==> config.mk <==
export PLATFORM = sky130hd
export DESIGN_NAME = id_writeback_scoreboard
export DESIGN_NICKNAME = d
export VERILOG_FILES = /design/src/rtl/id_writeback_scoreboard.sv
export SDC_FILE = /design/constraint.sdc
export NUM_CORES = 1
export LEC_CHECK = 0
export CORE_UTILIZATION = 61
export CTS_CLUSTER_DIAMETER = 40
export DETAILED_ROUTE_END_ITERATION = 10
export PLACE_DENSITY = 0.88
export SYNTH_ARGS = -nofsm -noshare
export SYNTH_HDL_FRONTEND = slang
export SYNTH_SLANG_ARGS = --single-unit
==> constraint.sdc <==
create_clock -name clk -period 4.5 [get_ports clk]
set_input_delay 0.45 -clock clk [delete_from_list [all_inputs] [get_ports clk]]
set_output_delay 0.45 -clock clk [all_outputs]
set_load 0.01 [all_outputs]
==> src/rtl/id_writeback_scoreboard.sv <==
// ---------------------------------------------------------------------------
// id_writeback_scoreboard
//
// Keeps a count of the writes still in flight for every architectural
// register, for use by the ID stage. An instruction whose source register
// still has a write pending is held in ID by raising stall. An instruction is
// also held when its destination counter is already at its maximum. Each
// writeback lowers the count for its register by one. The last register
// (XZR) is never tracked.
//
// Ports
//   clk, rst_n                      clock (rising edge), async active-low reset
//   issue_valid                     ID presents an instruction this cycle
//   issue_rf1 / issue_rf1_used      first source register and its read flag
//   issue_rf2 / issue_rf2_used      second source register and its read flag
//   issue_rd / issue_regwrite       destination register and its write flag
//   stall                           combinational; hold the instruction in ID
//   wb_valid / wb_rd                one register write retires this cycle
//   flush                           pipeline squash; clears all pending state
//   pending                         registered; bit r = counter r non-zero
//   idle                            registered; every counter is zero
//   underflow_err                   sticky; a retire hit a zero counter
// ---------------------------------------------------------------------------
module id_writeback_scoreboard #(
    parameter int CNT_W    = 2,
    parameter int NUM_REGS = 32
) (
    input  logic                        clk,
    input  logic                        rst_n,
    input  logic                        issue_valid,
    input  logic [$clog2(NUM_REGS)-1:0] issue_rf1,
    input  logic                        issue_rf1_used,
    input  logic [$clog2(NUM_REGS)-1:0] issue_rf2,
    input  logic                        issue_rf2_used,
    input  logic [$clog2(NUM_REGS)-1:0] issue_rd,
    input  logic                        issue_regwrite,
    output logic                        stall,
    input  logic                        wb_valid,
    input  logic [$clog2(NUM_REGS)-1:0] wb_rd,
    input  logic                        flush,
    output logic [NUM_REGS-1:0]         pending,
    output logic                        idle,
    output logic                        underflow_err
);

    localparam int                IDX_W   = $clog2(NUM_REGS);
    localparam logic [IDX_W-1:0]  XZR     = IDX_W'(NUM_REGS - 1);
    localparam logic [CNT_W-1:0]  CNT_MAX = '1;
    localparam logic [CNT_W-1:0]  CNT_ONE = CNT_W'(1);

    logic [CNT_W-1:0]    cnt_reg  [NUM_REGS];
    logic [CNT_W-1:0]    cnt_next [NUM_REGS];
    logic [NUM_REGS-1:0] pending_next;
    logic [NUM_REGS-1:0] underflow_hit;

    logic hz1;
    logic hz2;
    logic full;
    logic accept;
    logic ret;

    // Hazard checks read the registered counters only, so a retire in the
    // same cycle never releases a stall before the following cycle.
    assign hz1  = issue_rf1_used && (issue_rf1 != XZR) && (cnt_reg[issue_rf1] != '0);
    assign hz2  = issue_rf2_used && (issue_rf2 != XZR) && (cnt_reg[issue_rf2] != '0);
    assign full = issue_regwrite && (issue_rd != XZR) && (cnt_reg[issue_rd] == CNT_MAX);

    assign stall  = issue_valid && (hz1 || hz2 || full) && !flush;
    assign accept = issue_valid && !stall && !flush && issue_regwrite && (issue_rd != XZR);
    assign ret    = wb_valid && (wb_rd != XZR) && !flush;

    generate
        for (genvar gi = 0; gi < NUM_REGS; gi++) begin : g_reg
            if (gi == NUM_REGS - 1) begin : g_xzr
                assign cnt_next[gi]      = '0;
                assign pending_next[gi]  = 1'b0;
                assign underflow_hit[gi] = 1'b0;
            end else begin : g_trk
                logic             inc;
                logic             dec;
                logic             is_zero;
                logic [CNT_W-1:0] nxt;

                assign inc     = accept && (issue_rd == IDX_W'(gi));
                assign dec     = ret && (wb_rd == IDX_W'(gi));
                assign is_zero = (cnt_reg[gi] == '0);

                always_comb begin
                    nxt = cnt_reg[gi];
                    if (flush) begin
                        nxt = '0;
                    end else begin
                        case ({inc, dec})
                            2'b10:   nxt = cnt_reg[gi] + CNT_ONE;
                            2'b01:   nxt = is_zero ? '0 : cnt_reg[gi] - CNT_ONE;
                            // Both hit: they cancel, except that a retire to
                            // an empty counter is dropped and the issue still
                            // counts.
                            2'b11:   nxt = is_zero ? CNT_ONE : cnt_reg[gi];
                            default: nxt = cnt_reg[gi];
                        endcase
                    end
                end

                assign cnt_next[gi]      = nxt;
                assign pending_next[gi]  = (nxt != '0);
                assign underflow_hit[gi] = dec && is_zero;
            end
        end
    endgenerate

    always_ff @(posedge clk or negedge rst_n) begin
        if (!rst_n) begin
            for (int i = 0; i < NUM_REGS; i++) begin
                cnt_reg[i] <= '0;
            end
            pending       <= '0;
            idle          <= 1'b1;
            underflow_err <= 1'b0;
        end else begin
            for (int i = 0; i < NUM_REGS; i++) begin
                cnt_reg[i] <= cnt_next[i];
            end
            pending       <= pending_next;
            idle          <= ~|pending_next;
            underflow_err <= underflow_err | (|underflow_hit);
        end
    end

endmodule

==> flow_metrics.env <==
export IMPL_cts_made_buffers=9
export IMPL_rsz0062_at_grt="no"
export IMPL_area_growth_pct=18.1
export IMPL_antenna_found_initial=0
export IMPL_boundaryPins=63
export IMPL_grt_max_degree=53
export IMPL_maxCapViolCount=0
export IMPL_rows=45
export IMPL_hold_class="in2async"
export IMPL_path_common_cell="or4_1"
export IMPL_drv_slew=0
export IMPL_drc=0
export IMPL_hold_viol=0
export IMPL_power_mw=2.08
export IMPL_synth_seq_cells=95
export IMPL_drt_iter0_drc=1343
export IMPL_grt_use_met1_pct=57.8
export IMPL_mostFrequentLayoutCells="143 x nor2_1, 124 x nand2_1, 124 x ha_1, 94 x dfrtp_1, 86 x buf_4"
export IMPL_drt_antenna_violating_nets=0
export IMPL_placed_cells=1470
export IMPL_numClockSinks=95
export IMPL_p_per_area_nw_per_um2=184
export IMPL_start_kind="input port"
export IMPL_drive_gt1_share_pct=12.5
export IMPL_dp_hpwl_mm=27.7
export IMPL_peakVddDrop_mv=0.174
export IMPL_start_util_pct=62.7
export IMPL_multi_input_area_sq_um=6680
export IMPL_post_cts_resize_count=0
export IMPL_num_vias=10048
export IMPL_wl_per_cell_microns=23.6
export IMPL_synth_cell_type_count=83
export IMPL_grt_overflow_total=0
export IMPL_postCtsHoldBufs=0
export IMPL_seq_area_frac_synth_pct=24.9
export IMPL_worstPathMaxFanout=13
export IMPL_period_share_pct=93.3
export IMPL_worstPathBufferInverterCount=2
export IMPL_post_cts_buffers=0
export IMPL_syn_avg_cell_area_sq_um=8.31
export IMPL_largest_reg_flops=62
export IMPL_coreArea_sq_um=15300
export IMPL_cp_required_ps=4790
export IMPL_synth_top_area_share_pct=24.6
export IMPL_die_w_microns=127
export IMPL_clock_path_buffers=2
export IMPL_synth_edf_count=0
export IMPL_post_synth_inst_count=1151
export IMPL_cts_tree="built"
export IMPL_n_antenna_cell=0
export IMPL_syn_area_sq_um=9570
export IMPL_die_h_microns=127
export IMPL_power_leakage_nw=4.83
export IMPL_final_common_cell="nor2_1"
export IMPL_htreeDepth=3
export IMPL_top_usage_layer="met2"
export IMPL_critPathCaptureType="flip-flop"
export IMPL_fillCellCount=1181
export IMPL_clock_skew_ps=11.7
export IMPL_nets=1422
export IMPL_clock_latency_ps=370
export IMPL_cpPeakStageDelay_ps=600
export IMPL_async_flop_share_pct=100
export IMPL_clk_pin_slew_ps=70
export IMPL_grt_use_met2_pct=66.9
export IMPL_grt_total_usage_pct=44.7
export IMPL_grtUsageMet3_pct=11.3
export IMPL_grt_pass1_vias=9671
export IMPL_worst_path_max_delay_cell="or4_1"
export IMPL_ys_flop_type="dfrtp_1"
export IMPL_setup_viol=0
export IMPL_path_class="in2reg"
export IMPL_die_area_sq_um=16200
export IMPL_dr_pass1_iters=5
export IMPL_post_route_min_period_ps=4200
export IMPL_worst_pin_slew_ps=1150
export IMPL_place_congestion=1.05
export IMPL_final_cells=1486
export IMPL_crit_arrival_ps=4490
export IMPL_whs_ps=75.0
export IMPL_seqCellArea_sq_um=2380
export IMPL_yosysWarningCount=0
export IMPL_grt_pass1_wl_mm=54.1
export IMPL_path_cells="clkdlybuf4s50_1 -> buf_12 -> mux4_2 -> nand2b_1 -> o311ai_1 -> a22oi_1 -> or4b_4 -> or4_1 -> mux2i_1 -> or4_1 -> nor3_1 -> nand4b_1 -> nor3_2"
export IMPL_wl_mm=35.0
export IMPL_port_buffers=61
export IMPL_via_per_inst=6.76
export IMPL_yosys_area_top_type="dfrtp_1"
export IMPL_status="finished, final reports clean"
export IMPL_utilization_pct=74.0
export IMPL_synth_nets=1303
export IMPL_root_buffer="clkbuf_16"
export IMPL_critical_path_top_delay_family="simple AND/OR/NAND/NOR gates"
export IMPL_netlist_top_cells_area="dfrtp_1 25%, ha_1 16%, mux2i_1 6.2%"
export IMPL_relSlewSlack_pct=22.5
export IMPL_fmax_mhz=238
export IMPL_stdcell_area_sq_um=11300
export IMPL_postPlaceCellArea_sq_um=11000
[cell families (layout without fill, tap and decap cells)]
kind of cell	count (synthesis)	count (layout)	share of synthesized area (%)
muxes	91	91	12.2
DFF	95	95	24.9
adders and majority gates	124	124	16.2
AOI/OAI and AO/OA	240	240	17.1
buffers and inverters	118	242	5.32
xor gates and xnor gates	2	2	0.183
and+or+nand+nor	480	480	24.1
other	1	1	0.0392
[metrics by stage]
step	setup TNS (ps)	setup WS, ps
2_1_floorplan	0	788
3_3_place_gp	0	49.1
3_5_place_dp	-2.62	-2.62
4_1_cts	0	338
5_1_grt	0	145
6_report	0	300
[where the power goes]
| part | total, mW | switching [mW] | leakage (nW) | internal [mW] |
|---|---|---|---|---|
| Clock | 0.883 | 0.363 | 0.159 | 0.520 |
| Sequential | 0.867 | 0.00630 | 1.32 | 0.860 |
| Combinational | 0.328 | 0.207 | 3.35 | 0.121 |
[cell type report]
cell class                 instances  share of cell area, %
timing repair buffer             152                   12.0
tap                              211                   2.34
inverter                          74                   2.46
sequential                        95                   21.1
multi-input combinational        938                   59.2
clock inverter                     4                  0.676
clock buffer                      12                   2.27
[worst paths after layout]
| check | startpoint | to | slack (ps) | depth (start not counted) |
|---|---|---|---|---|
| max | issue_rd[0] | idle | 300 | 13 |
| min | rst_n | cnt_reg[40] | 70 | 1 |
| max reg2reg | cnt_reg[51] | idle | 480 | 13 |
| min reg2reg | underflow_err | underflow_err | 640 | 3 |
| max in group asynchronous | rst_n | cnt_reg[17] | 3300 | 2 |
| min in group clk | underflow_err | underflow_err | 640 | 3 |
[synth_stat cells (20+ instances only)]
master,n
a21oi_1,60
a31oi_1,20
clkbuf_1,24
dfrtp_1,94
ha_1,124
inv_1,73
mux2i_1,59
nand2_1,124
nand3_1,38
nor2_1,143
nor3_1,56
o21ai_0,36
[layer usage]
layer  part of all wire (%)  up-vias
li1                       -     4405
met1                     39     4776
met3                     11      183
met4                    6.6        0
met2                     43      684
met5                      0        -
Power figures use the tool's default switching activity.
